===== src/rtl/ps2_rx_decoder.sv =====
// PS/2 keyboard receiver: conditions the raw PS/2 clock/data pins, deframes
// 11-bit frames (start, 8 data LSB first, odd parity, stop) into bytes, and
// tracks make/break/extended sequences to present the last pressed key.
module ps2_rx_decoder #(
    parameter int unsigned FILTER_LEN = 8,
    parameter int unsigned TIMEOUT    = 200000
) (
    input  logic       CLK,
    input  logic       RST,
    input  logic       PS2Clk,
    input  logic       PS2Data,
    output logic [7:0] scancode,
    output logic       flag,
    output logic [7:0] rx_byte,
    output logic       valid,
    output logic       err
);

    localparam int unsigned FW = (FILTER_LEN < 2) ? 1 : $clog2(FILTER_LEN + 1);
    localparam int unsigned TW = (TIMEOUT < 2) ? 1 : $clog2(TIMEOUT);

    typedef enum logic [1:0] {
        F_IDLE,
        F_DATA,
        F_PARITY,
        F_STOP
    } frame_state_t;

    typedef enum logic {
        D_MAKE,
        D_BREAK
    } dec_state_t;

    // Input synchronizers (idle high)
    logic          clk_s1_q, clk_s2_q;
    logic          dat_s1_q, dat_s2_q;

    // Clock glitch filter
    logic          filt_q, filt_d;
    logic [FW-1:0] fcnt_q, fcnt_d;
    logic          sample_evt;

    // Frame FSM
    frame_state_t  fstate_q, fstate_d;
    logic [2:0]    bcnt_q, bcnt_d;
    logic [7:0]    shift_q, shift_d;
    logic          par_q, par_d;
    logic [TW-1:0] tcnt_q, tcnt_d;
    logic [7:0]    rx_q, rx_d;
    logic          valid_q, valid_d;
    logic          err_q, err_d;

    // Decoder FSM
    dec_state_t    dstate_q, dstate_d;
    logic          ext_q, ext_d;
    logic [7:0]    sc_q, sc_d;
    logic          flag_q, flag_d;

    // Two-flop synchronizers for both PS/2 pins
    always_ff @(posedge CLK) begin
        if (RST) begin
            clk_s1_q <= 1'b1;
            clk_s2_q <= 1'b1;
            dat_s1_q <= 1'b1;
            dat_s2_q <= 1'b1;
        end else begin
            clk_s1_q <= PS2Clk;
            clk_s2_q <= clk_s1_q;
            dat_s1_q <= PS2Data;
            dat_s2_q <= dat_s1_q;
        end
    end

    // Filtered clock flips only after FILTER_LEN consecutive differing samples
    always_comb begin
        filt_d = filt_q;
        fcnt_d = '0;
        if (clk_s2_q != filt_q) begin
            if (fcnt_q == FW'(FILTER_LEN - 1)) begin
                filt_d = ~filt_q;
            end else begin
                fcnt_d = fcnt_q + 1'b1;
            end
        end
    end

    // Sample event: the filtered clock is about to go 1 -> 0 this cycle
    assign sample_evt = filt_q & ~filt_d;

    // Filter state register
    always_ff @(posedge CLK) begin
        if (RST) begin
            filt_q <= 1'b1;
            fcnt_q <= '0;
        end else begin
            filt_q <= filt_d;
            fcnt_q <= fcnt_d;
        end
    end

    // Frame FSM next state, timeout handling and registered valid/err pulses
    always_comb begin
        fstate_d = fstate_q;
        bcnt_d   = bcnt_q;
        shift_d  = shift_q;
        par_d    = par_q;
        tcnt_d   = '0;
        rx_d     = rx_q;
        valid_d  = 1'b0;
        err_d    = 1'b0;

        if (fstate_q != F_IDLE && tcnt_q == TW'(TIMEOUT - 1)) begin
            // Timeout wins over a coincident sample event
            fstate_d = F_IDLE;
            err_d    = 1'b1;
        end else if (sample_evt) begin
            unique case (fstate_q)
                F_IDLE: begin
                    if (!dat_s2_q) begin
                        fstate_d = F_DATA;
                        bcnt_d   = '0;
                    end
                end
                F_DATA: begin
                    shift_d = {dat_s2_q, shift_q[7:1]};
                    bcnt_d  = bcnt_q + 3'd1;
                    if (bcnt_q == 3'd7) begin
                        fstate_d = F_PARITY;
                    end
                end
                F_PARITY: begin
                    par_d    = dat_s2_q;
                    fstate_d = F_STOP;
                end
                F_STOP: begin
                    if ((^{shift_q, par_q}) && dat_s2_q) begin
                        rx_d    = shift_q;
                        valid_d = 1'b1;
                    end else begin
                        err_d = 1'b1;
                    end
                    fstate_d = F_IDLE;
                end
                default: fstate_d = F_IDLE;
            endcase
        end else if (fstate_q != F_IDLE) begin
            tcnt_d = tcnt_q + 1'b1;
        end
    end

    // Frame FSM state register
    always_ff @(posedge CLK) begin
        if (RST) begin
            fstate_q <= F_IDLE;
            bcnt_q   <= '0;
            shift_q  <= '0;
            par_q    <= 1'b0;
            tcnt_q   <= '0;
            rx_q     <= '0;
            valid_q  <= 1'b0;
            err_q    <= 1'b0;
        end else begin
            fstate_q <= fstate_d;
            bcnt_q   <= bcnt_d;
            shift_q  <= shift_d;
            par_q    <= par_d;
            tcnt_q   <= tcnt_d;
            rx_q     <= rx_d;
            valid_q  <= valid_d;
            err_q    <= err_d;
        end
    end

    // Make/break decoder acting on each received byte
    always_comb begin
        dstate_d = dstate_q;
        ext_d    = ext_q;
        sc_d     = sc_q;
        flag_d   = flag_q;
        if (valid_q) begin
            if (rx_q == 8'hE0) begin
                ext_d = 1'b1;
            end else if (rx_q == 8'hF0) begin
                dstate_d = D_BREAK;
            end else if (dstate_q == D_MAKE) begin
                sc_d   = rx_q;
                flag_d = 1'b1;
                ext_d  = 1'b0;
            end else begin
                if (rx_q == sc_q) begin
                    flag_d = 1'b0;
                end
                dstate_d = D_MAKE;
                ext_d    = 1'b0;
            end
        end
    end

    // Decoder state register
    always_ff @(posedge CLK) begin
        if (RST) begin
            dstate_q <= D_MAKE;
            ext_q    <= 1'b0;
            sc_q     <= '0;
            flag_q   <= 1'b0;
        end else begin
            dstate_q <= dstate_d;
            ext_q    <= ext_d;
            sc_q     <= sc_d;
            flag_q   <= flag_d;
        end
    end

    assign scancode = sc_q;
    assign flag     = flag_q;
    assign rx_byte  = rx_q;
    assign valid    = valid_q;
    assign err      = err_q;

endmodule


===== config.mk =====
export PLATFORM = sky130hd
export DESIGN_NAME = ps2_rx_decoder
export DESIGN_NICKNAME = d
export VERILOG_FILES = /design/src/rtl/ps2_rx_decoder.sv
export SDC_FILE = /design/constraint.sdc
export NUM_CORES = 1
export LEC_CHECK = 0
export ABC_CLOCK_PERIOD_IN_PS = 5600
export CAP_MARGIN = 25
export CORE_MARGIN = 4
export CORE_UTILIZATION = 50
export DETAILED_ROUTE_END_ITERATION = 12
export PLACE_DENSITY = 0.75
export SETUP_SLACK_MARGIN = 0.3
export SKIP_CTS_REPAIR_TIMING = 1
export SYNTH_ARGS = -nofsm -noshare
export SYNTH_HDL_FRONTEND = slang
export SYNTH_SLANG_ARGS = --single-unit

===== constraint.sdc =====
create_clock -name CLK -period 5.6 [get_ports CLK]
set_input_delay 0.56 -clock CLK [delete_from_list [all_inputs] [get_ports CLK]]
set_output_delay 0.56 -clock CLK [all_outputs]
set_load 0.01 [all_outputs]

* After elaboration in Yosys (flattened, before gate mapping)
Index checks and enable logic that the tools add are counted.
Storage, ports and cells: output and inout bits 19, logic and storage cells 77, bits in registers 61
Operators by class: bitwise operators 11, equal/unequal tests 13, reduce and logical (&&, ||, !) cells 18, add/subtract/negate cells 3, muxes and demuxes 15
Operators with widths (count):
- $add A18 B1 Y18 const B | 1
- $eq A18 B18 Y1 const B | 1
- $eq A8 B8 Y1 const B | 2
- $reduce_and A4 Y1 | 4
- $mux W1 | 10
- $not A1 Y1 | 10
- $reduce_and A3 Y1 | 3
- $reduce_xor A9 Y1 | 1
- $eq A8 B8 Y1 | 1
- $pmux W2 S4 | 1
- $reduce_or A4 Y1 | 2
- $pmux W3 S2 | 1
- $add A4 B1 Y4 const B | 1
- $eq A2 B2 Y1 const B | 2
- $eq A4 B3 Y1 const B | 1
- $mux W2 | 2
- $ne A2 B2 Y1 const B | 2
- $reduce_bool A2 Y1 | 2
- $add A3 B1 Y3 const B | 1
- $eq A3 B3 Y1 const B | 1
- $mux W3 | 1
- $reduce_or A3 Y1 | 1
- $eq A2 B1 Y1 const B | 1
- $logic_and A1 B1 Y1 | 2
- other kinds (6) | 6

* Logic depth before layout (Yosys ltp)
Gate-level depths: netlist of run 1.
depth after elaboration 7, mapped depth 8, mapped depth without buffers 7

* Worst setup path before layout of run 1
OpenSTA, ideal clock, no wires.
path kind register -> register, start register fstate_q[0], end register bcnt_q[1], setup time 0.128 ns, stages on the path, launching flop included 9, arrival time 1.961 ns, clock period less this slack 2.089 ns, setup slack 3.511 ns, path buffers 1, cells stage by stage dfxtp_1 > inv_1 > ha_1 > or4b_4 > nor4_4 > a21oi_1 > buf_4 > a32oi_1 > nor2_1
Between the ends: word-level cells in the longest chain between the ends 4, elaborated cells on any way between the ends 9
RTL lines:
- start: declaration | RTL line 44 | frame_state_t fstate_q, fstate_d;
- start signal: assignment | RTL line 163 | fstate_q <= fstate_d;
- parallel branches: the longest is 4 deep, another holds $reduce_and A4 Y1
- end signal: assignment | RTL line 164 | bcnt_q <= bcnt_d;
- end: declaration | RTL line 45 | logic [2:0] bcnt_q, bcnt_d;
Parallel ways; which one is timed is not known. A chain may end at the register's enable or synchronous reset.

* Final worst setup path of run 1
start register fstate_q[0], end register tcnt_q[17]
Between the ends: word-level cells in the longest chain between the ends 3, elaborated cells on any way between the ends 4
RTL lines:
- $reduce_bool A2 Y1 * | RTL line 112, 146
- $logic_and A1 B1 Y1 or $not A1 Y1 (tied branches)
- $reduce_or A4 Y1 (no source line) *
- end signal: assignment | RTL line 167 | tcnt_q <= tcnt_d;
- end: declaration | RTL line 48 | logic [TW-1:0] tcnt_q, tcnt_d;
Every way passes the cells marked *; elsewhere a longest branch is shown, timed or not.

==> results by group, run 1 <==
Timing
  – Final worst slack: 3.13 ns
  – Final setup fails: 0
  – RSZ-0062 raised after global routing: no
  – Max-slew headroom at the worst pin: 0.385
  – Tightest Pin Transition: 0.919 ns
  – Max Clk Rate: 405 MHz
  – Worst Clk Skew: 0.00547 ns
  – Min Tclk post-route: 2.47 ns
  – Final Hold Viols: 0
  – Setup TNS: 0 ns
  – Pins over their slew limit: 0
  – Fin crit share: 0.440

Floorplan
  – Standard-cell rows: 26
  – Die Y: 82.0 um
  – DIE AREA: 6730 um2
  – Die width: 82.0 um
  – IO Pins: 23
  – Initial Util: 0.527
  – Core Region: 5200 um2

GRT
  – Initial antenna violation count: 0
  – Vias in the first global route: 1836
  – Global-route wire length before repair: 8180 um
  – Total GRT Usage: 0.161
  – Gr ovfl total: 0
  – Largest net degree at the start of global routing: 50

Synth
  – Largest family of logic cells by synthesized area: simple AND/OR/NAND/NOR gates
  – Synth Area in Adders: 0.0365
  – Synthesized Nets: 297
  – Cells after synthesis: 285
  – Leading post-synthesis cells by cell area: dfxtp_1 45%, mux2i_1 9.9%, nor2_1 6.2%, xnor2_1 6.1%, xor2_1 4.2%
  – Area leader, netlist: dfxtp_1
  – Seq/Total Area, Yosys: 0.445
  – FF+latch count, synth: 61
  – Post-synthesis simple-gate area fraction: 0.245
  – Post-synthesis xor/xnor area fraction: 0.110
  – Syn_area_per_cell: 9.62 um2
  – Library cells used by synthesis: 41
  – Post-synth EDFFs: 0
  – Post-synthesis mux area share: 0.0986
  – Async set or reset register ratio after synthesis: 0
  – Mapped Area: 2740 um2
  – Share of the synthesized area in the top cell type: 0.445
  – Complex-gate fraction of the synthesized area: 0.0351
  – Post-synth top cells: 61 x dfxtp_1, 45 x nor2_1, 27 x mux2i_1, 19 x xnor2_1, 18 x nand2b_1
  – Top-count cell post-synth: dfxtp_1
  – Main flop type after synthesis: dfxtp_1
  – Syn. warnings: 0

Power
  – Combinational Power Share: 0.012
  – Worst vdd ir: 0.232 mV
  – Clock power frac: 0.519
  – Power per standard cell area: 285 nW/um2
  – Tot Pwr: 0.931 mW
  – Sequential power share: 0.468
  – Leak Pwr: 1.15 nW
  – Pint: 0.758 mW
  – Psw: 0.174 mW
  – Switch share: 0.186

Worst setup path
  – Crit end category: flip-flop
  – Worst Setup Path Type: flip-flop to flip-flop
  – Max FO, Critical Path: 18
  – Startpoint Class: flip-flop
  – Worst Path Arrival: 2.67 ns
  – Worst EP required: 5.80 ns

Routing
  – Drc violations: 0
  – Vias/cell: 5.11
  – DRT Pass-1 Iters: 4
  – Final wirelength: 4840 um
  – DR WL/cell: 12.5 um
  – Detailed-route via count: 1974
  – Initial drt markers: 70
  – Post-route ant nets: 0

Cells and area
  – Antenna cells: 0
  – Util after Layout: 0.627
  – Layout cell share with drive strength beyond 1: 0.0854
  – Finished Cell Area: 3270 um2
  – Layout area overhead: 19.1%
  – Final-stage net count: 324

Placement
  – Post-placement setup slack: 3.13 ns
  – Area post-placement: 3020 um2
  – Port bufs: 22
  – Detailed placer's ending HPWL: 3370 um
  – GPL Wtd Cong: 0.799

Outcome
  – Outcome: complete, no violations

Clocking
  – CTS root buf: clkbuf_8
  – CTS buffer count: 9
  – Clk_lat worst skew: 0.34 ns
  – Clk sinks: 61
  – CTS H-tree lvls: 3
  – Clock-pin slew on the worst setup and hold paths: 0.06 ns
  – Clock Tree Buf Depth: 2
  – CTS tree: yes

Hold path
  – Hold crit path type: flip-flop to flip-flop

Run
  – Max-cap violations: 0
[metrics by stage]
| step | hold WS, ns | std cells |
|---|---|---|
| 3_5_place_dp | 0.394 | 371 |
| 5_1_grt | 0.417 | 386 |
| 4_1_cts | 0.410 | 386 |
| 3_3_place_gp | 0.391 | 370 |
| 2_1_floorplan | 0.389 | 285 |
| 6_report | 0.409 | 386 |
[kinds of logic after synthesis]
logic type | after synthesis
and+or+nand+nor | 126
DFF | 61
xor gates and xnor gates | 33
muxes | 27
buffers and inverters | 16
AOI/OAI and AO/OA | 14
adders and majority gates | 8
[layout by cell type, fill, tap and decap left out, types with 6 or more instances in the layout]
| master | count |
|---|---|
| nand3_1 | 9 |
| clkbuf_8 | 11 |
| mux2i_1 | 27 |
| nand4_1 | 6 |
| clkdlybuf4s50_1 | 22 |
| xnor2_1 | 19 |
| nand2_1 | 15 |
| dfxtp_1 | 61 |
| xor2_1 | 13 |
| ha_1 | 8 |
| inv_1 | 7 |
| nand2b_1 | 18 |
| nor2_1 | 45 |
| a21oi_1 | 6 |
[power by group through the flow]
stage          combinational [mW]  sequential (mW)  clock (mW)
2_1_floorplan             0.00800            0.446           0
3_3_place_gp               0.0115            0.446           0
3_5_place_dp               0.0116            0.446           0
4_1_cts                    0.0117            0.436       0.495
5_1_grt                    0.0127            0.436       0.514
6_report                   0.0115            0.436       0.483
[routing by layer]
| metal | share of wire | global-route usage |
|---|---|---|
| met1 | 0.48 | 0.192 |
| met2 | 0.47 | 0.258 |
| met3 | 0.035 | 0.0526 |
| met4 | 0.021 | 0.0797 |
| met5 | 0 | 0 |
[state kept, by name, indices dropped and copies added, names as in the netlist, 2 cells and up]
signal,flops
tcnt_q,18
rx_byte,8
scancode,8
bcnt_q,3
shift_q,8
fcnt_q,4
fstate_q,2
[path summary, 6_finish.rpt]
check                                 start    endpoint  slack (ns)  cells past startpoint
worst max register to register  fstate_q[0]  tcnt_q[17]        3.13                      6
worst min register to register     clk_s1_q    clk_s2_q        0.41                      1
worst max-delay path            fstate_q[0]  tcnt_q[17]        3.13                      6
worst min-delay path               clk_s1_q    clk_s2_q        0.41                      1
[cell type report]
type / instances / area [um2]
fillers: 452 / 1940
multi-input cells: 208 / 1440
flip-flops and latches: 61 / 1220
repair buffers: 25 / 243
clock buffers: 11 / 151
clock inverters: 4 / 95.1
well taps: 70 / 87.6
inverters: 7 / 26.3
[worst max-delay path, stage by stage, from the launching register on]
cell,delay (ns)
dfxtp_1,0.37
inv_1,0.09
ha_1,0.26
or4b_4,0.52
nor4_2,0.39
or4_1,0.58
nor2_1,0.12
No activity file was read; power rests on OpenSTA's default activity.
==> run 2, diff against run 1 <==
--- a/config.mk
+++ b/config.mk
@@ -5,12 +5,12 @@
 export SDC_FILE = /design/constraint.sdc
 export NUM_CORES = 1
 export LEC_CHECK = 0
-export ABC_CLOCK_PERIOD_IN_PS = 5600
+export ABC_CLOCK_PERIOD_IN_PS = 2120
 export CAP_MARGIN = 25
 export CORE_MARGIN = 4
 export CORE_UTILIZATION = 50
 export DETAILED_ROUTE_END_ITERATION = 12
-export PLACE_DENSITY = 0.75
+export PLACE_DENSITY = 0.78
 export SETUP_SLACK_MARGIN = 0.3
 export SKIP_CTS_REPAIR_TIMING = 1
 export SYNTH_ARGS = -nofsm -noshare
==> constraint.sdc (replaced) <==
create_clock -name CLK -period 2.12 [get_ports CLK]
set_input_delay 0.212 -clock CLK [delete_from_list [all_inputs] [get_ports CLK]]
set_output_delay 0.212 -clock CLK [all_outputs]
set_load 0.01 [all_outputs]
==> run 2 against run 1 <==
  * Core utilization up 1.7 points
  * Critical endpoint is now rx_byte[2]
  * Cell area grew 2.6%
  * Clock-buffer cell count is 3 higher
  * Die area is the same
==> results by group, run 2 (same netlist as run 1, synthesis figures left out) <==
Outcome
  – Outcome: complete, no violations

Run
  – Max-cap violations: 0

Cells and area
  – Max reg flops: 18
  – Largest register by flop count: tcnt_q
  – Final-stage net count: 333
  – Util after Layout: 0.644
  – Most frequent cells in the layout: 59 x dfxtp_1, 44 x nor2_1, 27 x mux2i_1
  – Layout area overhead: 22.3%
  – Layout cell share with drive strength beyond 1: 0.145
  – Finished Layout Cells: 395
  – Fillers: 437
  – Antenna cells: 0
  – Finished Cell Area: 3350 um2
  – Most common cell after layout, fill and taps aside: dfxtp_1

Routing
  – Initial drt markers: 97
  – DR WL/cell: 12.7 um
  – Final wirelength: 5020 um
  – Detailed-route via count: 2015
  – Drc violations: 0
  – DRT Pass-1 Iters: 5
  – Post-route ant nets: 0
  – Vias/cell: 5.10

Worst setup path
  – Crit end category: flip-flop
  – Worst Setup Path Type: flip-flop to flip-flop
  – Worst EP required: 2.38 ns
  – Worst path max stage delay: 0.50 ns
  – Cell Chain, Critical Path: inv_4 -> ha_4 -> or4b_4 -> nor4_4 -> nand2_1 -> nor3b_4 -> buf_6 -> mux2i_1
  – Startpoint Class: flip-flop
  – Worst Path Arrival: 2.33 ns
  – Max FO, Critical Path: 8
  – Cell with the largest stage delay on the worst path: or4b_4

Timing
  – Worst Clk Skew: 0.00589 ns
  – Setup TNS: 0 ns
  – RSZ-0062 raised after global routing: yes
  – Final setup fails: 0
  – Pins over their slew limit: 0
  – Fin crit share: 0.976
  – Hold Slack: 0.413 ns
  – Max-slew headroom at the worst pin: 0.619
  – Final Hold Viols: 0
  – Final worst slack: 0.0509 ns
  – Tightest Pin Transition: 0.571 ns
  – Min Tclk post-route: 2.07 ns
  – Max Clk Rate: 483 MHz

Power
  – Clock power frac: 0.434
  – Combinational Power Share: 0.015
  – Psw: 0.412 mW
  – Worst vdd ir: 0.458 mV
  – Sequential power share: 0.552
  – Pint: 1.68 mW
  – Switch share: 0.197
  – Leak Pwr: 1.19 nW
  – Power per standard cell area: 623 nW/um2
  – Tot Pwr: 2.09 mW

Floorplan
  – Core Region: 5200 um2
  – IO Pins: 23
  – Die width: 82.0 um
  – Die Y: 82.0 um
  – DIE AREA: 6730 um2
  – Initial Util: 0.527
  – Standard-cell rows: 26

Clocking
  – Clk_lat worst skew: 0.33 ns
  – CTS buffer count: 9
  – Clock Tree Buf Depth: 2
  – Clock-pin slew on the worst setup and hold paths: 0.06 ns
  – CTS root buf: clkbuf_8
  – Clk sinks: 61
  – CTS H-tree lvls: 3
  – CTS tree: yes

GRT
  – Largest net degree at the start of global routing: 49
  – Total GRT Usage: 0.165
  – Gr ovfl total: 0
  – Vias in the first global route: 1911
  – Initial antenna violation count: 0
  – Global-route wire length before repair: 8340 um

Placement
  – Port bufs: 22
  – Placed insts: 375
  – Area post-placement: 3070 um2
  – GPL Wtd Cong: 0.827
  – Post-placement setup slack: 0.0282 ns
  – Detailed placer's ending HPWL: 3470 um

Hold path
  – Hold crit path type: flip-flop to flip-flop
==> run 2: metal layers <==
metal  GRT usage  vias up  part of all wire
met3      0.0658        8             0.052
met2       0.257       45              0.48
met1       0.198      927              0.46
met4      0.0764        0             0.013
li1            -     1035                 -
met5           0        -                 0
==> run 2: power by group through the flow <==
stage / clock network (mW) / registers, mW / logic (mW)
4_1_cts: 0.935 / 1.15 / 0.0312
2_1_floorplan: 0 / 1.18 / 0.0211
3_3_place_gp: 0 / 1.18 / 0.0310
5_1_grt: 0.983 / 1.15 / 0.0342
3_5_place_dp: 0 / 1.18 / 0.0310
6_report: 0.906 / 1.15 / 0.0306
==> run 2: area by class of cell <==
| class | count | area [um2] | area share |
|---|---|---|---|
| Multi-Input combinational cell | 208 | 1500 | 0.448 |
| Sequential cell | 61 | 1230 | 0.366 |
| Timing Repair Buffer | 34 | 330 | 0.0985 |
| Clock buffer | 14 | 173 | 0.0515 |
| Tap cell | 70 | 87.6 | 0.0261 |
| Inverter | 7 | 28.8 | 0.00859 |
| Clock inverter | 1 | 5.00 | 0.00149 |
==> run 2: critical path, delay by kind of cell (launching register included) <==
kind	cells	cell delay, ns
simple gates	4	1.11
flops	1	0.36
buf+inv	2	0.19
mux	1	0.17
fa+ha+maj	1	0.16
==> run 2: path summary, 6_finish.rpt <==
kind                             startpoint    endpoint  slack [ns]  cells after the start
worst max-delay path            fstate_q[1]  rx_byte[2]        0.05                      8
worst min-delay path               clk_s1_q    clk_s2_q        0.41                      1
worst max register to register  fstate_q[1]  rx_byte[2]        0.05                      8
worst min register to register     clk_s1_q    clk_s2_q        0.41                      1
